## src/rtl/in_port_packer.sv

```systemverilog
// in_port_packer: packs PACK pixels of DSIZE bits (each zero-extended to a PSIZE slot)
// into one write-FIFO word. Words are tagged SOF/EOL/EOF and partial words are flushed
// at line or frame end. A sticky flag records any write issued into a full FIFO.
module in_port_packer #(
    parameter int unsigned DSIZE  = 24,
    parameter int unsigned PSIZE  = 32,
    parameter int unsigned PACK   = 4,
    parameter int unsigned FILL_W = 3
) (
    input  logic                    clock,
    input  logic                    rst_n,
    input  logic                    falign,
    input  logic                    lalign,
    input  logic                    ealign,
    input  logic                    idata_vld,
    input  logic [DSIZE-1:0]        idata,
    input  logic                    fifo_full,
    output logic                    wr_en,
    output logic [PACK*PSIZE-1:0]   wr_data,
    output logic                    wr_sof,
    output logic                    wr_eol,
    output logic                    wr_eof,
    output logic [FILL_W-1:0]       wr_fill,
    output logic                    overflow
);

    localparam int unsigned CntW  = (PACK > 1) ? $clog2(PACK) : 1;
    localparam int unsigned WordW = PACK * PSIZE;

    // Accumulation state for the word being assembled
    logic [CntW-1:0]   cnt_q, cnt_d;
    logic [WordW-1:0]  slots_q, slots_d;
    logic              sof_pending_q, sof_pending_d;
    logic              overflow_q, overflow_d;

    // Registered write-side outputs
    logic              wr_en_q, wr_en_d;
    logic [WordW-1:0]  wr_data_q, wr_data_d;
    logic              wr_sof_q, wr_sof_d;
    logic              wr_eol_q, wr_eol_d;
    logic              wr_eof_q, wr_eof_d;
    logic [FILL_W-1:0] wr_fill_q, wr_fill_d;

    // Per-cycle intermediates
    logic [PSIZE-1:0]  pix_ext;
    logic [CntW-1:0]   cnt_base;
    logic [WordW-1:0]  slots_base;
    logic [WordW-1:0]  word;
    logic [FILL_W-1:0] fill;
    logic              line_end;
    logic              sof_eff;
    logic              emit;

    assign pix_ext = PSIZE'(idata);

    // Next-state: fold in the incoming pixel, decide whether a word is emitted this edge
    always_comb begin
        cnt_d         = cnt_q;
        slots_d       = slots_q;
        sof_pending_d = sof_pending_q;
        overflow_d    = overflow_q | (wr_en_q & fifo_full);
        wr_en_d       = 1'b0;
        wr_data_d     = wr_data_q;
        wr_sof_d      = 1'b0;
        wr_eol_d      = 1'b0;
        wr_eof_d      = 1'b0;
        wr_fill_d     = '0;

        // falign restarts the frame: drop the partial word and treat this cycle as slot 0
        cnt_base   = falign ? '0 : cnt_q;
        slots_base = falign ? '0 : slots_q;
        sof_eff    = falign | sof_pending_q;
        // falign masks line/frame end strobes arriving in the same cycle
        line_end   = ~falign & (lalign | ealign);

        word = slots_base;
        if (idata_vld) begin
            word[int'(cnt_base) * PSIZE +: PSIZE] = pix_ext;
        end
        fill = FILL_W'(cnt_base) + FILL_W'(idata_vld);

        emit = (fill == FILL_W'(PACK)) || (line_end && (fill != '0));

        if (falign) begin
            sof_pending_d = 1'b1;
            overflow_d    = 1'b0;
        end

        if (emit) begin
            wr_en_d       = 1'b1;
            wr_data_d     = word;
            wr_fill_d     = fill;
            wr_sof_d      = sof_eff;
            wr_eol_d      = line_end;
            wr_eof_d      = line_end & ealign;
            sof_pending_d = 1'b0;
            // Emitted word leaves empty slots so unfilled lanes of the next flush read zero
            slots_d       = '0;
            cnt_d         = '0;
        end else begin
            slots_d = word;
            cnt_d   = CntW'(fill);
        end
    end

    // State register with synchronous active-low reset
    always_ff @(posedge clock) begin
        if (!rst_n) begin
            cnt_q         <= '0;
            slots_q       <= '0;
            sof_pending_q <= 1'b0;
            overflow_q    <= 1'b0;
            wr_en_q       <= 1'b0;
            wr_data_q     <= '0;
            wr_sof_q      <= 1'b0;
            wr_eol_q      <= 1'b0;
            wr_eof_q      <= 1'b0;
            wr_fill_q     <= '0;
        end else begin
            cnt_q         <= cnt_d;
            slots_q       <= slots_d;
            sof_pending_q <= sof_pending_d;
            overflow_q    <= overflow_d;
            wr_en_q       <= wr_en_d;
            wr_data_q     <= wr_data_d;
            wr_sof_q      <= wr_sof_d;
            wr_eol_q      <= wr_eol_d;
            wr_eof_q      <= wr_eof_d;
            wr_fill_q     <= wr_fill_d;
        end
    end

    assign wr_en    = wr_en_q;
    assign wr_data  = wr_data_q;
    assign wr_sof   = wr_sof_q;
    assign wr_eol   = wr_eol_q;
    assign wr_eof   = wr_eof_q;
    assign wr_fill  = wr_fill_q;
    assign overflow = overflow_q;

endmodule

```

## config.mk

```make
export PLATFORM = sky130hd
export DESIGN_NAME = in_port_packer
export DESIGN_NICKNAME = d
export VERILOG_FILES = /design/src/rtl/in_port_packer.sv
export SDC_FILE = /design/constraint.sdc
export NUM_CORES = 1
export LEC_CHECK = 0
export BUFFER_PORTS_ARGS = -buffer_cell sky130_fd_sc_hd__buf_2
export CAP_MARGIN = 10
export CORE_MARGIN = 10
export CORE_UTILIZATION = 25
export CTS_CLUSTER_DIAMETER = 30
export DETAILED_ROUTE_END_ITERATION = 10
export PLACE_DENSITY = 0.52
export SLEW_MARGIN = 20
export SYNTH_ARGS = -nofsm -noshare
export SYNTH_HDL_FRONTEND = slang
export SYNTH_SLANG_ARGS = --single-unit
```

## constraint.sdc

```tcl
create_clock -name clock -period 7.1 [get_ports clock]
set_clock_uncertainty 0.2 [all_clocks]
set_input_delay 1.42 -clock clock [delete_from_list [all_inputs] [get_ports clock]]
set_output_delay 1.42 -clock clock [all_outputs]
set_load 0.005 [all_outputs]
```

==> results.md <==
* Period utilisation layout at 0.6321
* Non-filler cells, final at about 1,500
* Initial antenna violation count at 1
* CP max FO at 60
* Area after DPL at approximately 0.0098 sq mm
* Placed Cells incl. Taps at about 1,400
* Hold Buf Count CTS at 0
* First DRT Iteration DRCs at about 300
* Reg2reg end: slots_q[119]
* Yosys top cell by area: dfxtp_1
* Simple-gate share of the synthesized area at 0.1177
* H-tree depth at 2
* Maximum buffer depth of the clock tree at 3
* Switching power at roughly 1.1 mW
* Clk root buf: clkbuf_16
* Area contributors post-synth: dfxtp_1 62%, o2bb2ai_1 9.8%, a22oi_1 8.4%
* Worst VDD drop at ~200 uV
* Synth cell count leaders: 267 x dfxtp_1, 103 x nor2_1, 96 x a22oi_1, 96 x o2bb2ai_1, 38 x and3_1
* Post-synthesis mux area share at 0
* Hold Startpoint: wr_data[93]
* Hold Crit Depth at 2
* Unrepaired setup endpoints after global routing: no
* Int Pwr at 3.340 mW
* Core Footprint at ~0.034 sq mm
* Clock transition at path regs at approximately 0.05 ns
* Die Ht at slightly above 200 microns
* Clk_lat worst skew at 0.57 ns
* Count of pins over their slew limit at 0
* Largest family of logic cells by synthesized area: compound AO/OA/AOI/OAI gates
* First-pass GRT wire length at slightly above 40 mm
* Fillcell total at between 3,000 and 4,000
* Post-route DRC at 0
* Register bit total from synthesis at roughly 270
* Synth Instances at 797
* YS warnings at 0
* Pwr dens at roughly 370 mW/mm^2
* I/O pins at roughly 170
* Mapped Nets at roughly 830
* Reg2reg path depth at 9
* Max-slew headroom at 0.3766
* CTS tree: built
* Setup TNS at 0 ns
* Hold Path Class: register to register
* Drt first pass iters at 4
* Post-DP HPWL at 16.36 mm
* Post-DRT Antenna Nets at 0
* Hold Path Sink: wr_data[93]
* CTS Sinks at about 270
* Grt total ovfl at 0
* Slew of the pin with the lowest slew margin at 0.9318 ns
* Worst setup SP type: primary input
* Synth Area in XOR/XNOR at 0
* Reg2Reg Setup Slack at around 3.5 ns
* Top FF cell, synth: dfxtp_1
* Post-CTS setup buffers at 0
* Avg Inst Size Synth at between 10 and 15 sq um
* Final Hold Vio Count at 0
* LEAKAGE at about 4.9 nW
* Top achievable clock speed at 0.2228 GHz
* Post-synth top area share at 0.6206
* Cell variety after synth at 30
* Synthesized area at approximately 0.0086 sq mm
* GPL Wtd Cong at roughly 0.7
* DRT Wirelength at 26.36 mm
* Synth Area in Adders at 0.007263
* IO buf count at 166
* Area Overhead vs Synth at 37.81%
* MaxCap Viol Count at 0
* Synth Area in Compound Gates at 0.2119
* Final min period at 4.488 ns
* Drt via density at approximately 4.6
* # rows at 67
* Post-synthesis sequential area ratio at 0.6206
* Crit end category: register
* Die Wd at between 200 and 250 microns
* Post-synth EDFFs at 0
* Die area at approximately 0.042 sq mm
* Layout net count at around 1,000
* Synth async-reset ratio at 0
* Vias at about 6,800
* Avg WL per Cell at around 18 microns
* Data arrival, critical path at between 4 and 5 ns
* Vias in the first global route at between 6,000 and 7,000
* Overall Global Routing Usage at 0.1203
* Comb power frac at 0.035
* # resized after CTS at 0
* Clock power share at 0.619
* CTS buffer count at 59
* Share of layout cells above drive strength 1 at 0.2967
* Switching share of power at 0.2426
* Final instance area at ~0.012 sq mm
* Data required, critical path at approximately 7.4 ns
* Flop pwr share at 0.345
* Setup-failing EPs final at 0
* Dominant cell by count in the synthesized netlist: dfxtp_1
* Largest net degree at the start of global routing at 96
* R2R Path Start: cnt_q[0]
* Starting Density at 0.2550
* Status: complete, no violations
* Critical path class: primary input to register
cells in the final DEF (no fill, tap or decap), types with 5 or more instances in the layout:
master and count:
bufinv_16 5, a21oi_1 33, inv_6 15, nor2_1 102, and3_1 38, buf_2 166, clkinvlp_4 8, clkinv_2 10
a22oi_1 96, ha_1 5, nand3_1 33, dfxtp_1 267, nand2_1 32, o2bb2ai_1 96, clkbuf_16 60, buf_4 12
cell type report:
type / count / area [sq um] / share of cell area
clock buffer: 65 / 1550 / 0.1306
inverter: 4 / 15.01 / 0.001265
clock inverter: 47 / 488.0 / 0.04111
multi-input combinational: 456 / 2968 / 0.2500
sequential: 267 / 5345 / 0.4503
timing repair buffer: 179 / 940.9 / 0.07927
antenna: 1 / 2.502 / 0.0002108
tap: 448 / 560.5 / 0.04722
power by group through the flow:
stage	Clock [mW]	Sequential [mW]	Combinational, mW
3_3_place_gp	0	1.55	0.160
3_5_place_dp	0	1.55	0.159
4_1_cts	2.79	1.52	0.160
5_1_grt	2.87	1.52	0.173
2_1_floorplan	0	1.55	0.0959
6_report	2.73	1.52	0.156
cells by family (layout without fill, tap and decap cells):
family / after synthesis / after routing
and+or+nand+nor: 218 / 218
buffers and inverters: 74 / 295
adders and majority gates: 5 / 5
AOI/OAI and AO/OA: 233 / 233
other: 0 / 1
DFF: 267 / 267
registers in the layout (all words and copies together) (netlist names):
name and count:
cnt_q 2, overflow 1, slots_q 128, sof_pending_q 1
wr_data 128, wr_en 1, wr_eof 1, wr_eol 1
wr_fill 3, wr_sof 1
routing by layer:
metal,GRT usage,wire [microns],vias to the layer above
met2,0.1869,11850,201
met4,0.03754,374,0
li1,-,-,3266
met3,0.04356,2042,31
met1,0.1522,12090,3264
met5,0,0,-
critical path, stage by stage:
cell and delay (ns):
buf_2 0.34, nand2b_1 0.21, inv_1 0.07, ha_1 0.18, ha_1 0.34, o22ai_2 0.23, a2bb2oi_4 0.73, nand2_4 0.45
buf_4 0.48, nor2_1 0.20
worst max path at each step:
stage,from,to,cells past startpoint
after floorplan,falign,slots_q[89],11
after global placement,falign,slots_q[119],10
after detailed placement,falign,slots_q[111],10
after CTS,falign,slots_q[111],10
after global routing,falign,slots_q[111],10
final,falign,slots_q[119],10
through the flow:
stage,hold WS (ns),utilization,worst slack (ns),power [mW]
3_3_place_gp,0.2370,0.2910,2.086,1.711
4_1_cts,0.2477,0.3513,2.631,4.467
2_1_floorplan,0.2268,-,3.522,1.646
6_report,0.2448,0.3514,2.612,4.409
3_5_place_dp,0.2409,0.2910,2.043,1.711
5_1_grt,0.2710,0.3513,2.327,4.561
(Power assumes the default switching activity.)
